[src/rtl/dma_pkg.sv]
// Shared constants and types for the 8237A-style DMA programming block.
package dma_pkg;

   localparam int NCH = 4;
   localparam int AW  = 16;

   localparam logic [3:0] REG_CMD     = 4'h8;
   localparam logic [3:0] REG_REQ     = 4'h9;
   localparam logic [3:0] REG_SMASK   = 4'hA;
   localparam logic [3:0] REG_MODE    = 4'hB;
   localparam logic [3:0] REG_CLRFF   = 4'hC;
   localparam logic [3:0] REG_MCLR    = 4'hD;
   localparam logic [3:0] REG_CLRMASK = 4'hE;
   localparam logic [3:0] REG_ALLMASK = 4'hF;

   // Mode byte bits 7:2, MSB first.
   typedef struct packed {
      logic [1:0] mode;
      logic       dec;
      logic       autoinit;
      logic [1:0] xfer;
   } modeFld_t;

endpackage

[src/rtl/dma_prog_regs_if.sv]
// CPU program-cycle bus between the host and the DMA programming block.
interface dma_prog_regs_if;
   logic       CS_N;
   logic       IOR_N;
   logic       IOW_N;
   logic       HLDA;
   logic [3:0] A;
   logic [7:0] DB_in;
   logic [7:0] DB_out;
   logic       DB_oe;

   modport master (output CS_N, IOR_N, IOW_N, HLDA, A, DB_in, input DB_out, DB_oe);
   modport slave  (input CS_N, IOR_N, IOW_N, HLDA, A, DB_in, output DB_out, DB_oe);
endinterface

[src/rtl/dma_strobe_edge.sv]
// Samples an active-low CPU strobe on clk, latches the payload while it is low,
// and pulses for one cycle on its trailing edge.
module dma_strobe_edge #(
   parameter int W = 4
) (
   input  logic         clk,
   input  logic         rst,
   input  logic         strobeN,
   input  logic         en,
   input  logic         hold,
   input  logic [W-1:0] din,
   output logic         pulse,
   output logic [W-1:0] held
);

   logic active;

   // hold aborts an in-flight strobe; chip-select loss alone keeps the last latched payload.
   always_ff @(posedge clk or posedge rst) begin
      if (rst) begin
         active <= 1'b0;
         held   <= '0;
      end else if (hold || strobeN) begin
         active <= 1'b0;
      end else if (en) begin
         active <= 1'b1;
         held   <= din;
      end
   end

   assign pulse = active && strobeN && !hold;

endmodule

[src/rtl/dma_prog_regs.sv]
// CPU-side register file of the DMA controller: program-cycle decode, byte
// pointer flip-flop, per-channel address/count, mode/command/request/mask/status.
module dma_prog_regs
   import dma_pkg::*;
#(
   parameter int NCH = dma_pkg::NCH,
   parameter int AW  = dma_pkg::AW
) (
   input  logic                    CLK,
   input  logic                    RESET,
   dma_prog_regs_if.slave          cpu,
   input  logic [NCH-1:0]          dreq_sts,
   input  logic [NCH-1:0]          tc_set,
   input  logic                    upd_en,
   input  logic [1:0]              upd_ch,
   input  logic [AW-1:0]           upd_addr,
   input  logic [AW-1:0]           upd_cnt,
   input  logic                    reload,
   output logic [NCH-1:0][AW-1:0]  cur_addr,
   output logic [NCH-1:0][AW-1:0]  cur_cnt,
   output logic [NCH-1:0][5:0]     modeReg,
   output logic [7:0]              commandReg,
   output logic [7:0]              requestReg,
   output logic [7:0]              maskReg,
   output logic [7:0]              statusReg
);

   logic pgm;
   logic wrPulse, rdPulse;
   logic [3:0] wA, rA;
   logic [7:0] wD;
   logic [1:0] wCh;

   logic                   byteFf, nFf;
   logic [7:0]             cmd, nCmd;
   logic [NCH-1:0]         req, nReq;
   logic [NCH-1:0]         msk, nMsk;
   logic [NCH-1:0]         tcf, nTcf;
   modeFld_t [NCH-1:0]     mode, nMode;
   logic [NCH-1:0][AW-1:0] baseA, nBaseA, baseC, nBaseC;
   logic [NCH-1:0][AW-1:0] curA, nCurA, curC, nCurC;
   logic                   mclr;

   assign pgm = !cpu.CS_N && !cpu.HLDA;

   dma_strobe_edge #(.W(12)) uWr (
      .clk(CLK), .rst(RESET), .strobeN(cpu.IOW_N), .en(pgm), .hold(cpu.HLDA),
      .din({cpu.A, cpu.DB_in}), .pulse(wrPulse), .held({wA, wD})
   );

   dma_strobe_edge #(.W(4)) uRd (
      .clk(CLK), .rst(RESET), .strobeN(cpu.IOR_N), .en(pgm), .hold(cpu.HLDA),
      .din(cpu.A), .pulse(rdPulse), .held(rA)
   );

   assign wCh = wA[2:1];

   always_comb begin
      nFf    = byteFf;
      nCmd   = cmd;
      nReq   = req;
      nMsk   = msk;
      nTcf   = tcf;
      nMode  = mode;
      nBaseA = baseA;
      nBaseC = baseC;
      nCurA  = curA;
      nCurC  = curC;
      mclr   = 1'b0;

      if (wrPulse) begin
         if (!wA[3]) begin
            if (!wA[0]) begin
               if (byteFf) begin
                  nBaseA[wCh][15:8] = wD;
                  nCurA[wCh][15:8]  = wD;
               end else begin
                  nBaseA[wCh][7:0] = wD;
                  nCurA[wCh][7:0]  = wD;
               end
            end else begin
               if (byteFf) begin
                  nBaseC[wCh][15:8] = wD;
                  nCurC[wCh][15:8]  = wD;
               end else begin
                  nBaseC[wCh][7:0] = wD;
                  nCurC[wCh][7:0]  = wD;
               end
            end
            nFf = !byteFf;
         end else begin
            case (wA)
               REG_CMD:     nCmd = wD;
               REG_REQ:     nReq[wD[1:0]] = wD[2];
               REG_SMASK:   nMsk[wD[1:0]] = wD[2];
               REG_MODE:    nMode[wD[1:0]] = modeFld_t'(wD[7:2]);
               REG_CLRFF:   nFf = 1'b0;
               REG_MCLR:    mclr = 1'b1;
               REG_CLRMASK: nMsk = '0;
               REG_ALLMASK: nMsk = wD[NCH-1:0];
               default:     ;
            endcase
         end
      end

      if (rdPulse) begin
         if (!rA[3])
            nFf = !nFf;
         else if (rA == REG_CMD)
            nTcf = '0;
      end

      if (reload) begin
         nCurA[upd_ch] = baseA[upd_ch];
         nCurC[upd_ch] = baseC[upd_ch];
      end else if (upd_en) begin
         nCurA[upd_ch] = upd_addr;
         nCurC[upd_ch] = upd_cnt;
      end

      // TC is applied after CPU status/mask/request effects so it wins those collisions.
      for (int c = 0; c < NCH; c++) begin
         if (tc_set[c]) begin
            nTcf[c] = 1'b1;
            nReq[c] = 1'b0;
            if (!mode[c].autoinit)
               nMsk[c] = 1'b1;
         end
      end

      if (mclr) begin
         nFf   = 1'b0;
         nCmd  = '0;
         nReq  = '0;
         nMsk  = '1;
         nTcf  = '0;
         nMode = '0;
      end
   end

   always_ff @(posedge CLK or posedge RESET) begin
      if (RESET) begin
         byteFf <= 1'b0;
         cmd    <= '0;
         req    <= '0;
         msk    <= '1;
         tcf    <= '0;
         mode   <= '0;
         baseA  <= '0;
         baseC  <= '0;
         curA   <= '0;
         curC   <= '0;
      end else begin
         byteFf <= nFf;
         cmd    <= nCmd;
         req    <= nReq;
         msk    <= nMsk;
         tcf    <= nTcf;
         mode   <= nMode;
         baseA  <= nBaseA;
         baseC  <= nBaseC;
         curA   <= nCurA;
         curC   <= nCurC;
      end
   end

   logic [AW-1:0] rdWord;
   logic [7:0]    dbOut;

   assign rdWord = cpu.A[0] ? curC[cpu.A[2:1]] : curA[cpu.A[2:1]];

   always_comb begin
      dbOut = '0;
      if (!cpu.A[3])
         dbOut = byteFf ? rdWord[15:8] : rdWord[7:0];
      else if (cpu.A == REG_CMD)
         dbOut = statusReg;
   end

   assign cpu.DB_out = dbOut;
   assign cpu.DB_oe  = pgm && !cpu.IOR_N;

   assign cur_addr   = curA;
   assign cur_cnt    = curC;
   assign modeReg    = mode;
   assign commandReg = cmd;
   assign requestReg = {{(8-NCH){1'b0}}, req};
   assign maskReg    = {{(8-NCH){1'b0}}, msk};
   assign statusReg  = {dreq_sts, tcf};

endmodule

[src/flat_wrapper.sv]
// flat-port wrapper written by rule: the top's interface ports become plain ports
module dma_prog_regs_flat import dma_pkg::*;
#(
   parameter int NCH = dma_pkg::NCH,
   parameter int AW  = dma_pkg::AW
)
  (CLK, RESET, dreq_sts, tc_set, upd_en, upd_ch, upd_addr, upd_cnt, reload, cur_addr, cur_cnt, modeReg, commandReg, requestReg, maskReg, statusReg, cpu_CS_N, cpu_IOR_N, cpu_IOW_N, cpu_HLDA, cpu_A, cpu_DB_in, cpu_DB_out, cpu_DB_oe);
  dma_prog_regs_if cpu_i ();
  input  logic CLK;
  input  logic RESET;
  input  logic [NCH-1:0] dreq_sts;
  input  logic [NCH-1:0] tc_set;
  input  logic upd_en;
  input  logic [1:0] upd_ch;
  input  logic [AW-1:0] upd_addr;
  input  logic [AW-1:0] upd_cnt;
  input  logic reload;
  output logic [NCH-1:0][AW-1:0] cur_addr;
  output logic [NCH-1:0][AW-1:0] cur_cnt;
  output logic [NCH-1:0][5:0] modeReg;
  output logic [7:0] commandReg;
  output logic [7:0] requestReg;
  output logic [7:0] maskReg;
  output logic [7:0] statusReg;
  input wire logic [$bits(cpu_i.CS_N)-1:0] cpu_CS_N;
  input wire logic [$bits(cpu_i.IOR_N)-1:0] cpu_IOR_N;
  input wire logic [$bits(cpu_i.IOW_N)-1:0] cpu_IOW_N;
  input wire logic [$bits(cpu_i.HLDA)-1:0] cpu_HLDA;
  input wire logic [$bits(cpu_i.A)-1:0] cpu_A;
  input wire logic [$bits(cpu_i.DB_in)-1:0] cpu_DB_in;
  output wire logic [$bits(cpu_i.DB_out)-1:0] cpu_DB_out;
  output wire logic [$bits(cpu_i.DB_oe)-1:0] cpu_DB_oe;
  assign cpu_i.CS_N = cpu_CS_N;
  assign cpu_i.IOR_N = cpu_IOR_N;
  assign cpu_i.IOW_N = cpu_IOW_N;
  assign cpu_i.HLDA = cpu_HLDA;
  assign cpu_i.A = cpu_A;
  assign cpu_i.DB_in = cpu_DB_in;
  assign cpu_DB_out = cpu_i.DB_out;
  assign cpu_DB_oe = cpu_i.DB_oe;
  dma_prog_regs #(.NCH(NCH), .AW(AW)) u_core (.CLK(CLK), .RESET(RESET), .cpu(cpu_i), .dreq_sts(dreq_sts), .tc_set(tc_set), .upd_en(upd_en), .upd_ch(upd_ch), .upd_addr(upd_addr), .upd_cnt(upd_cnt), .reload(reload), .cur_addr(cur_addr), .cur_cnt(cur_cnt), .modeReg(modeReg), .commandReg(commandReg), .requestReg(requestReg), .maskReg(maskReg), .statusReg(statusReg));
endmodule
[config.mk]
export PLATFORM = sky130hd
export DESIGN_NAME = dma_prog_regs_flat
export DESIGN_NICKNAME = d
export VERILOG_FILES = /design/src/rtl/dma_pkg.sv /design/src/rtl/dma_prog_regs_if.sv /design/src/rtl/dma_strobe_edge.sv /design/src/rtl/dma_prog_regs.sv /design/src/flat_wrapper.sv
export SDC_FILE = /design/constraint.sdc
export NUM_CORES = 1
export LEC_CHECK = 0
export CELL_PAD_IN_SITES_DETAIL_PLACEMENT = 1
export CELL_PAD_IN_SITES_GLOBAL_PLACEMENT = 2
export CORE_MARGIN = 2
export CORE_UTILIZATION = 30
export DETAILED_ROUTE_END_ITERATION = 7
export HOLD_SLACK_MARGIN = 0.1
export PLACE_DENSITY_LB_ADDON = 0.08
export SYNTH_ARGS = -nofsm -noshare
export SYNTH_HDL_FRONTEND = slang
export SYNTH_SLANG_ARGS = --single-unit
[constraint.sdc]
create_clock -name CLK -period 14.1 [get_ports CLK]
set_input_delay 1.41 -clock CLK [delete_from_list [all_inputs] [get_ports CLK]]
set_output_delay 1.41 -clock CLK [all_outputs]
set_load 0.1 [all_outputs]
After elaboration in Yosys (flattened, before gate mapping)
Cells that the tools add are included.
{"block": "word_totals", "regBits": 319, "wordCells": 227}
{"block": "op_classes", "n_lt_le_gt_ge": 7, "eq_ne": 10, "mux": 99, "bitwise": 4, "n_reduce_logical": 60}
{"op": "$mux W64", "count": 14}
{"op": "$bwmux W64", "count": 12}
{"op": "$bmux W16 S2", "count": 4}
{"op": "$mux W16", "count": 7}
{"op": "$demux W16 S2", "count": 3}
{"op": "$mux W24", "count": 4}
{"op": "$reduce_bool A3 Y1", "count": 24}
{"op": "$mux W8", "count": 8}
{"op": "$mux W4", "count": 11}
{"op": "$eq A4 B4 Y1 const B", "count": 10}
{"op": "$reduce_and A3 Y1", "count": 12}
{"op": "$mux W1", "count": 29}
{"op": "$bwmux W24", "count": 1}
{"op": "$demux W6 S2", "count": 1}
{"op": "$lt A2 B3 Y1 const B", "count": 4}
{"op": "$pmux W4 S3", "count": 1}
{"op": "$reduce_bool A2 Y1", "count": 6}
{"op": "$logic_and A1 B1 Y1", "count": 9}
{"op": "$bwmux W4", "count": 2}
{"op": "$ge A2 B1 Y1 const B", "count": 3}
{"op": "$mux W6", "count": 1}
{"op": "$logic_not A1 Y1", "count": 5}
{"op": "$not A1 Y1", "count": 4}
{"op": "$reduce_and A2 Y1", "count": 2}
{"op": "other kinds (2)", "count": 3}

Depth between registers and ports, before layout
Gate-level depths: netlist of run 1.
{"block": "logic_depth", "ltp_word": 12, "ltp_mapped": 7, "ltp_nobuf": 4}

Hierarchy
A second synthesis of run 1 with hierarchy kept.
{"block": "unflattened", "cells_unflattened": 1685, "area_unflattened_um2": 15416.0}
{"mod": "dma_prog_regs", "n_inst": 1, "cells_per_inst": 1638, "area_each_um2": 14696.6, "seq_area_each_um2": 7537.2}
{"mod": "dma_strobe_edge at u_core.uWr", "n_inst": 1, "cells_per_inst": 32, "area_each_um2": 510.5, "seq_area_each_um2": 325.3}
{"mod": "dma_strobe_edge at u_core.uRd", "n_inst": 1, "cells_per_inst": 15, "area_each_um2": 209.0, "seq_area_each_um2": 125.1}

Worst setup path after synthesis of run 1
No wires, ideal clock.
{"block": "synth_timing", "path_kind": "input port to output port", "start": "in cpu_HLDA", "end": "out cpu_DB_oe", "t_arrival_ps": 3900, "required_time_ps": 12690, "slack_ps": 8790, "stages": 2, "path_cell_list": "buf_2 -> nor3_1"}
{"block": "synth_via", "elab_chain_len": 3}
{"item": "start, declared", "line_no": "flat_wrapper.sv:28", "source": "input wire logic [$bits(cpu_i.HLDA)-1:0] cpu_HLDA;"}
{"item": "$logic_not A1 Y1", "line_no": "dma_prog_regs.sv:44", "source": "assign pgm = !cpu.CS_N && !cpu.HLDA;"}
{"item": "$logic_and A1 B1 Y1", "line_no": "dma_prog_regs.sv:44"}
{"item": "$logic_and A1 B1 Y1", "line_no": "dma_prog_regs.sv:181", "source": "assign cpu.DB_oe = pgm && !cpu.IOR_N;"}
{"item": "end, declared", "line_no": "flat_wrapper.sv:32", "source": "output wire logic [$bits(cpu_i.DB_oe)-1:0] cpu_DB_oe;"}
No other way between the ends.

Worst setup path in the final report of run 1
{"block": "layout_timing", "start": "in cpu_A[2]", "end": "out cpu_DB_out[6]"}
{"block": "layout_via", "elab_chain_len": 5, "word_cells_on_any_way": 9, "cone_classes": "eq/ne (1); mux (8)"}
{"item": "start, declared", "line_no": "flat_wrapper.sv:29", "source": "input wire logic [$bits(cpu_i.A)-1:0] cpu_A;"}
{"item": "$bmux W16 S2", "line_no": "dma_prog_regs.sv:170", "source": "assign rdWord = cpu.A[0] ? curC[cpu.A[2:1]] : curA[cpu.A[2:1]];"}
{"item": "$mux W16 (not written as such)", "line_no": "dma_prog_regs.sv:170"}
{"item": "$mux W16", "line_no": "dma_prog_regs.sv:170"}
{"item": "$mux W8", "line_no": "dma_prog_regs.sv:175", "source": "dbOut = byteFf ? rdWord[15:8] : rdWord[7:0];"}
{"item": "$mux W8 (*)", "line_no": "dma_prog_regs.sv:174", "source": "if (!cpu.A[3])"}
{"item": "end, declared", "line_no": "flat_wrapper.sv:31", "source": "output wire logic [$bits(cpu_i.DB_out)-1:0] cpu_DB_out;"}
Every way passes the cells marked *; elsewhere a longest branch is shown, timed or not. The select of a mux whose other input is x is not followed.

==> results of run 1 <==
## tightest hold or removal path, stage by stage, from the launching register on
cell and delay, ns:
dfrtp_1 0.34, nand2_1 0.04, o21ai_0 0.06
## layout make-up
cell class / count / area share
Inverter: 9 / 0.00210
Antenna cell: 1 / 0.000127
Tap cell: 680 / 0.0432
Timing Repair Buffer: 269 / 0.134
Clock buffer: 60 / 0.0587
Multi-Input combinational cell: 1001 / 0.354
Sequential cell: 319 / 0.406
Clock inverter: 6 / 0.00172
## cells by family after synthesis
kind of cell / Yosys count / synth area share
other: 1 / 0.000239
AND/OR/NAND/NOR: 348 / 0.108
multiplexers: 243 / 0.161
AO/OA/AOI/OAI: 402 / 0.172
buffers and inverters: 163 / 0.0494
flip-flops: 319 / 0.509
## layer usage
| metal | global-route usage | share of wire | vias up |
|---|---|---|---|
| li1 | - | - | 5763 |
| met1 | 0.378 | 0.47 | 7070 |
| met2 | 0.408 | 0.46 | 380 |
| met3 | 0.0322 | 0.043 | 78 |
| met4 | 0.0770 | 0.026 | 0 |
| met5 | 0 | 0 | - |
## cell usage in the layout (no fill, tap or decap), drive strengths merged, types with 3 or more instances in the layout
cell type,instances
a21oi,45
a22o,24
a22oi,156
and2,3
and3,5
buf,25
clkbuf,60
clkdlybuf4s50,244
clkinv,6
conb,8
dfrtp,315
dfstp,4
inv,9
mux2,77
mux2i,166
nand2,214
nand2b,8
nand3,44
nand4,3
nand4b,3
nor2,28
nor2b,11
nor3,10
o21a,3
o21ai,36
o22ai,127
o31ai,4
or2,5
or3,5
## registers in the layout, indices dropped and copies added (netlist names)
signal	flops
u_core.baseA	64
u_core.req	4
u_core.byteFf	1
u_core.msk	4
u_core.uRd.held	4
u_core.commandReg	8
u_core.modeReg	24
u_core.uRd.active	1
u_core.cur_addr	64
u_core.baseC	64
u_core.uWr.held	12
u_core.uWr.active	1
u_core.tcf	4
u_core.cur_cnt	64
## Yosys cell counts, types with 11 or more instances
cell type and n:
nor2_1 27, o21ai_0 31, dfrtp_1 315, o22ai_1 127
a21oi_1 44, nor2b_1 11, buf_2 24, mux2i_1 166
buf_4 27, a22o_1 24, nand3_1 36, mux2_2 77
nand2_1 214, a22oi_1 156, clkbuf_1 93
## stage by stage
stage / cells / hold slack (ns) / instance area [µm²]
finish: 2345 / 0.476 / 19700
global route: 2344 / 0.494 / 19700
CTS: 2344 / 0.481 / 19700
detailed placement: 2278 / 0.466 / 18500
global placement: 2278 / 0.460 / 18500
floorplan: 1483 / 0.445 / 15700
## power groups by stage
stage                     clock network (µW)  logic [µW]  registers (µW)
after floorplan                            0         325            1450
after global placement                     0         941            1180
after detailed placement                   0         952            1170
after CTS                                990         953            1160
after global routing                    1030         990            1160
final                                    967         951            1160
## worst max-delay path by stage
| stage | startpoint | cells past startpoint | end |
|---|---|---|---|
| global placement | cpu_A[0] | 6 | cpu_DB_out[2] |
| CTS | cpu_A[0] | 6 | cpu_DB_out[0] |
| detailed placement | cpu_A[0] | 6 | cpu_DB_out[0] |
| finish | cpu_A[2] | 6 | cpu_DB_out[6] |
| global route | cpu_A[2] | 6 | cpu_DB_out[6] |
| floorplan | RESET | 1 | u_core.baseA[0] |
==> out/results.ini, run 1 <==
[timing]
worst_pin_slew_ns=1.24
finalSetupTns_ns=0
setup_ws_ns=7.95
finalHoldViolCount=0
slew_violations=0
relSlewSlack=0.169
setup_viol=0
period_needed_ns=6.15
skew_ns=0.0156
finalCritPeriodShare=0.436
max_freq_mhz=163
grt_setup_unrepaired=no

[critical_path]
crit_fanout=16
endpoint_kind=primary output
timing_worst_setup_path_type=input port to primary output
ff2ff_path_depth=4
rrSetupSlack_ns=11.19
cpMaxStageDelayCell=nor2b_1
arrival_ns=4.74
max_stage_delay_ns=1.02
critPathRequiredTime_ns=12.69
crit-reg2reg-launch=u_core.uWr.held[10]
path_cells=clkdlybuf4s50_1 -> nor2b_1 -> a22oi_1 -> nand3_1 -> nand3_1 -> clkdlybuf4s50_1
critPathBufInv=2
regToRegEndpoint=u_core.cur_addr[17]
critPathTopFamily=buffers and inverters
cp-start-kind=input port

[cts]
clock_path_buffers=3
insertion_delay_ns=0.56
postCtsHoldBufs=0
clk_pin_slew_worst_paths_ns=0.05
cts_sinks=319
ctsRootBufferMaster=clkbuf_16
cts_setup_buffers=0
cts_tree=built
h-tree-depth=2
numCtsBuffers=39
cts.repair.resized=0

[floorplan]
core.rowCount=83
initial_core_util=0.304
die_h_um=233
pin_count=255
core-area_um2=51500
die-area_um2=54100
die_w_um=233

[global_routing]
grt_pass1_vias=13500
grt_usage=0.261
overflow=0
grt_max_degree=151
antenna_found_initial=0
grt_pass1_wl_um=102000

[synthesis]
yosysUniqueCellTypes=55
synth-edff-count=0
ys.flop_type=dfrtp_1
syn_inst=1476
synth_area_leaders=dfrtp_1 (50%), mux2i_1 (11%), a22oi_1 (7.5%)
avgSynthCellArea_um2=10.6
synth.cell_area_um2=15700
synth_top_area_cell=dfrtp_1
yosysWarnings=0
synth.ff_latch_count=319
ys_seq_area_frac=0.509
synthArstFlopShare=1.00
yosys.area.top_type_share=0.503

[place]
io_buffers=246
place_congestion=0.861
hpwl_um=48900
place_ws_ns=7.85

[final_layout]
final_util=0.382
syn_to_final_growth_pct=25.5
multi_input_area_um2=6970
seqCellArea_um2=7990
fin_nets=1701
fill_cells=5682
drive_gt1_frac=0.118

[routing]
wire_per_inst_um=30.4
via_per_inst=5.67
first_pass_iters=5
drc=0
wl_um=71300
vias=13300
antenna_left=0
drtIter0Drc=1071

[run]
drv_cap=0

[run_status]
outcome=completed

[pwr]
finalPower_uw=3070
comb_power_share=0.309
p_seq_frac=0.376
power_density_nw_per_um2=156
switching_share=0.416
clkPwrFrac=0.314
power_leakage_uw=0.00893
cellInternalPower_uw=1800
vdd_ir_drop_max_mv=0.0825
p_sw_uw=1280

[min_path]
min-delay-path-class=flip-flop to flip-flop
hp-start=u_core.commandReg[5]
hold-path-endpoint=u_core.commandReg[5]
hold_depth=2

No activity file was read; power rests on OpenSTA's default activity.
==> run 2, diff against run 1 <==
==> constraint.sdc (replaced) <==
create_clock -name CLK -period 6.2 [get_ports CLK]
set_input_delay 0.62 -clock CLK [delete_from_list [all_inputs] [get_ports CLK]]
set_output_delay 0.62 -clock CLK [all_outputs]
set_load 0.1 [all_outputs]
==> out/results.ini, run 2 (synthesis gave the netlist of run 1 again) <==
[global_routing]
grt_max_degree=134  ; -11%
grt_pass1_vias=13600  ; +0.64%
antenna_found_initial=0  ; unchanged
overflow=0  ; unchanged
grt_usage=0.257  ; -0.00389
grt_pass1_wl_um=101000  ; -0.93%

[run]
drv_cap=0  ; unchanged

[routing]
wire_per_inst_um=29.9  ; -1.7%
drtIter0Drc=938  ; -12%
drc=0  ; unchanged
via_per_inst=5.66  ; about the same
vias=13300  ; +0.17%
first_pass_iters=5  ; unchanged
met1_length_um=32400  ; -3.3%
wl_um=70300  ; -1.5%
top_layer_used=met4
wl_met2_um=33000  ; +0.44%
route.met3.wl_um=3230  ; +5.4%
antenna_left=0  ; unchanged

[final_layout]
seqCellArea_um2=7990  ; unchanged
layout_common_cells=dfrtp_1 (315), clkdlybuf4s50_1 (244), nand2_1 (214), mux2i_1 (166), a22oi_1 (156)
fin_nets=1704  ; +0.18%
final_common_cell=dfrtp_1
fill_cells=5645  ; -0.65%
multi_input_area_um2=6970  ; about the same
syn_to_final_growth_pct=26.7
final_util=0.386  ; +0.00350
n_antenna_cell=0  ; -1
drive_gt1_frac=0.121  ; +0.00310

[critical_path]
regToRegEndpoint=u_core.cur_addr[47]
rrSetupSlack_ns=3.40  ; -7.79 ns
cp-start-kind=input port
crit_fanout=16  ; unchanged
endpoint_kind=primary output
arrival_ns=3.94  ; -0.80 ns
timing_worst_setup_path_type=input port to primary output
critPathRequiredTime_ns=5.58  ; -7.11 ns
cpMaxStageDelayCell=nor2b_1
max_stage_delay_ns=1.06  ; +0.04 ns
path_cells=clkdlybuf4s50_1 -> nor2b_1 -> a22oi_1 -> nand3_1 -> nand3_1 -> clkdlybuf4s50_1
cp-startpoint=cpu_A[2]
ff2ff_path_depth=4  ; unchanged
crit-reg2reg-launch=u_core.uWr.held[11]

[cts]
clock_path_buffers=3  ; unchanged
insertion_delay_ns=0.57  ; about the same
numCtsBuffers=41  ; +5.1%
cts_setup_buffers=0  ; unchanged
h-tree-depth=2  ; unchanged
cts_sinks=319  ; unchanged
clk_pin_slew_worst_paths_ns=0.06  ; about the same
postCtsHoldBufs=0  ; unchanged
cts.repair.resized=0  ; unchanged
ctsRootBufferMaster=clkbuf_16
cts_tree=built

[timing]
setup_viol=0  ; unchanged
slew_violations=0  ; unchanged
finalSetupTns_ns=0  ; unchanged
relSlewSlack=0.141  ; -0.0280
worst_pin_slew_ns=1.29  ; +0.0419 ns
grt_setup_unrepaired=no
finalCritPeriodShare=0.736
max_freq_mhz=219
finalHoldViolCount=0  ; unchanged
period_needed_ns=4.56
skew_ns=0.0192  ; +0.00363 ns

[floorplan]
pin_count=255  ; unchanged
die_w_um=233  ; unchanged
initial_core_util=0.304  ; unchanged
die_h_um=233  ; unchanged
core-area_um2=51500  ; unchanged
core.rowCount=83  ; unchanged
die-area_um2=54100  ; unchanged

[pwr]
comb_power_share=0.303  ; -0.006
switching_share=0.408  ; -0.00813
p_sw_uw=2940  ; +130%
p_seq_frac=0.361  ; -0.015
power_density_nw_per_um2=363  ; +130%
power_leakage_uw=0.00900  ; +0.82%
clkPwrFrac=0.336  ; +0.022
vdd_ir_drop_max_mv=0.179  ; +120%
cellInternalPower_uw=4270  ; +140%

[place]
hpwl_um=47900  ; -2.0%
io_buffers=246  ; unchanged
place_congestion=0.851  ; -1.2%

[min_path]
min-delay-path-class=flip-flop to flip-flop
hp-start=u_core.baseA[62]
hold-path-endpoint=u_core.baseA[62]
hold_depth=2  ; unchanged

[run_status]
outcome=completed

==> run 2: stage by stage <==
step	hold WS (ns)	std cells	setup WS, ns	power [µW]	cell area (µm²)
2_1_floorplan	0.445	1483	1.33	4050	15700
3_5_place_dp	0.462	2279	1.69	4820	18500
5_1_grt	0.494	2351	1.49	7440	19900
3_3_place_gp	0.458	2279	1.69	4810	18500
6_report	0.477	2351	1.64	7210	19900
4_1_cts	0.478	2351	1.68	7270	19900
==> run 2: critical path, delay by kind of cell <==
kind | cells | cell delay (ns)
AND/OR/NAND/NOR | 3 | 1.45
AO/OA/AOI/OAI | 1 | 0.24
buffers and inverters | 2 | 1.63
==> run 2: routing by layer <==
metal	vias up	track usage
met3	75	0.0320
met5	-	0
li1	5754	-
met1	7065	0.364
met2	419	0.415
met4	0	0.0681
==> run 2: power by group through the flow <==
| stage | Clock [µW] | Combinational [µW] | Sequential (µW) |
|---|---|---|---|
| final | 2420 | 2180 | 2600 |
| after global routing | 2550 | 2270 | 2630 |
| after CTS | 2480 | 2190 | 2600 |
| after detailed placement | 0 | 2180 | 2640 |
| after global placement | 0 | 2160 | 2650 |
| after floorplan | 0 | 739 | 3310 |
==> run 2: layout make-up <==
cell class,count,area share
clock buffers,63,0.0625
clock inverters,9,0.00523
inverters,9,0.00189
well taps,680,0.0428
repair buffers,270,0.135
flip-flops and latches,319,0.402
multi-input cells,1001,0.351
==> run 2: how the worst max path moves through the flow <==
stage / to / depth (start not counted) / slack (ns)
3_5_place_dp: cpu_DB_out[7] / 6 / 1.69
3_3_place_gp: cpu_DB_out[7] / 6 / 1.69
5_1_grt: cpu_DB_out[0] / 6 / 1.49
4_1_cts: cpu_DB_out[7] / 6 / 1.68
2_1_floorplan: u_core.baseA[0] / 1 / 1.33
6_report: cpu_DB_out[2] / 6 / 1.64
==> run 3, diff against run 2 <==
==> constraint.sdc (replaced) <==
create_clock -name CLK -period 3.7 [get_ports CLK]
set_input_delay 0.37 -clock CLK [delete_from_list [all_inputs] [get_ports CLK]]
set_output_delay 0.37 -clock CLK [all_outputs]
set_load 0.1 [all_outputs]
==> out/results.ini, run 3 (synthesis gave the netlist of run 1 again) <==
[run_status]
outcome=completed

[run]
drv_cap=0  ; unchanged

[cts]
ctsRootBufferMaster=clkbuf_16
clk_pin_slew_worst_paths_ns=0.06  ; about the same
cts_sinks=319  ; unchanged
cts_setup_buffers=0  ; unchanged
insertion_delay_ns=0.57  ; about the same
clock_path_buffers=3  ; unchanged
cts_tree=built
cts.repair.resized=0  ; unchanged
h-tree-depth=2  ; unchanged
postCtsHoldBufs=0  ; unchanged
numCtsBuffers=41  ; unchanged

[global_routing]
grt_pass1_wl_um=102000  ; +0.40%
grt_usage=0.260  ; +0.00251
antenna_found_initial=1  ; +1
grt_max_degree=80  ; -40%
overflow=0  ; unchanged
grt_pass1_vias=13900  ; +2.2%

[critical_path]
cpMaxStageDelayCell=clkdlybuf4s50_1
cp-start-kind=input port
critPathRequiredTime_ns=3.33  ; -2.25 ns
timing_worst_setup_path_type=input port to primary output
ff2ff_path_depth=4  ; unchanged
endpoint_kind=primary output
arrival_ns=2.61  ; -1.33 ns
max_stage_delay_ns=0.63  ; -0.43 ns
crit_top_cell=nand3_1
crit_fanout=11  ; -5
path_cells=clkdlybuf4s50_1 -> nor2b_1 -> buf_4 -> a22oi_1 -> nand3_1 -> nand3_1 -> buf_12

[pwr]
power_leakage_uw=0.00920  ; +2.2%
power_density_nw_per_um2=597  ; +64%
vdd_ir_drop_max_mv=0.342  ; +91%

[timing]
slew_violations=0  ; unchanged
grt_setup_unrepaired=no
skew_ns=0.0133  ; -0.00587 ns
period_needed_ns=2.98
finalHoldViolCount=0  ; unchanged
finalCritPeriodShare=0.805
finalSetupTns_ns=0  ; unchanged
worst_pin_slew_ns=1.09  ; -0.196 ns
holdWs_ns=0.347  ; -0.131 ns
setup_ws_ns=0.723  ; -0.913 ns
setup_viol=0  ; unchanged
max_freq_mhz=336
relSlewSlack=0.273  ; +0.132

[floorplan]
initial_core_util=0.304  ; unchanged
pin_count=255  ; unchanged
die_w_um=233  ; unchanged
core.rowCount=83  ; unchanged
die-area_um2=54100  ; unchanged
die_h_um=233  ; unchanged
core-area_um2=51500  ; unchanged

[final_layout]
drive_gt1_frac=0.141  ; +0.0203
syn_to_final_growth_pct=28.7
fill_cells=5648  ; +0.053%
fin_area_um2=20200  ; +1.6%
layout_common_cells=dfrtp_1 (314), clkdlybuf4s50_1 (233), nand2_1 (214), mux2i_1 (166), a22oi_1 (156)
final_common_cell=dfrtp_1
fin_nets=1735  ; +1.8%
final_cells=2381  ; +1.3%

[routing]
via_per_inst=5.64  ; -0.48%
first_pass_iters=5  ; unchanged
antenna_left=0  ; unchanged
drtIter0Drc=1083  ; +15%
vias=13400  ; +0.79%
wire_per_inst_um=29.6  ; -1.1%
drc=0  ; unchanged
wl_um=70400  ; +0.16%

[min_path]
min-delay-path-class=input port to flip-flop
hold_depth=3  ; +1

[place]
hpwl_um=49600  ; +3.5%
io_buffers=246  ; unchanged
dp.cells=2310  ; +1.4%
placed_cell_area_um2=18900  ; +2.0%
place_ws_ns=0.778  ; -0.912 ns
place_congestion=0.830  ; -2.5%

[run 3: area by class of cell]
class / count / area (µm²) / share of cell area
Sequential cell: 319 / 7990 / 0.396
Tap cell: 680 / 851 / 0.0422
Inverter: 9 / 37.5 / 0.00186
Multi-Input combinational cell: 1001 / 6960 / 0.345
Antenna cell: 1 / 2.50 / 0.000124
Clock buffer: 64 / 1230 / 0.0612
Timing Repair Buffer: 301 / 3040 / 0.151
Clock inverter: 6 / 62.6 / 0.00310
[run 3: routing by layer]
layer,up-vias,wire (µm),GRT usage,part of all wire
li1,5825,-,-,-
met1,7069,31300,0.358,0.44
met2,430,33100,0.414,0.47
met3,92,3930,0.0491,0.056
met4,2,2070,0.0774,0.029
met5,-,13,0,0.00018
[run 3: path summary, 6_finish.rpt]
path / slack (ns) / to / start
worst max-delay path: 0.72 / cpu_DB_out[1] / cpu_A[0]
worst min-delay path: 0.35 / u_core.cur_addr[62] / reload
worst max register to register: 0.99 / u_core.modeReg[21] / u_core.uWr.held[10]
worst min register to register: 0.47 / u_core.commandReg[6] / u_core.commandReg[6]
max in group asynchronous: 2.41 / u_core.baseA[5] / RESET
min in group asynchronous: 0.41 / u_core.baseC[29] / RESET
[run 3: power breakdown]
group          switching (µW)  internal, µW  leakage, µW
sequential                537          3830      0.00424
combinational            2770           956      0.00432
clock                    1600          2350     0.000638
total                    4900          7140      0.00920
[run 3: critical path: cells and delay by family]
kind	cells	cell delay (ns)
AOI/OAI and AO/OA	1	0.11
and+or+nand+nor	3	0.92
buffers and inverters	3	1.19
[run 3: per-stage QoR]
stage,util,power [µW]
2_1_floorplan,-,6780
3_3_place_gp,0.367,8130
3_5_place_dp,0.367,8160
4_1_cts,0.392,12100
5_1_grt,0.392,12500
6_report,0.392,12000
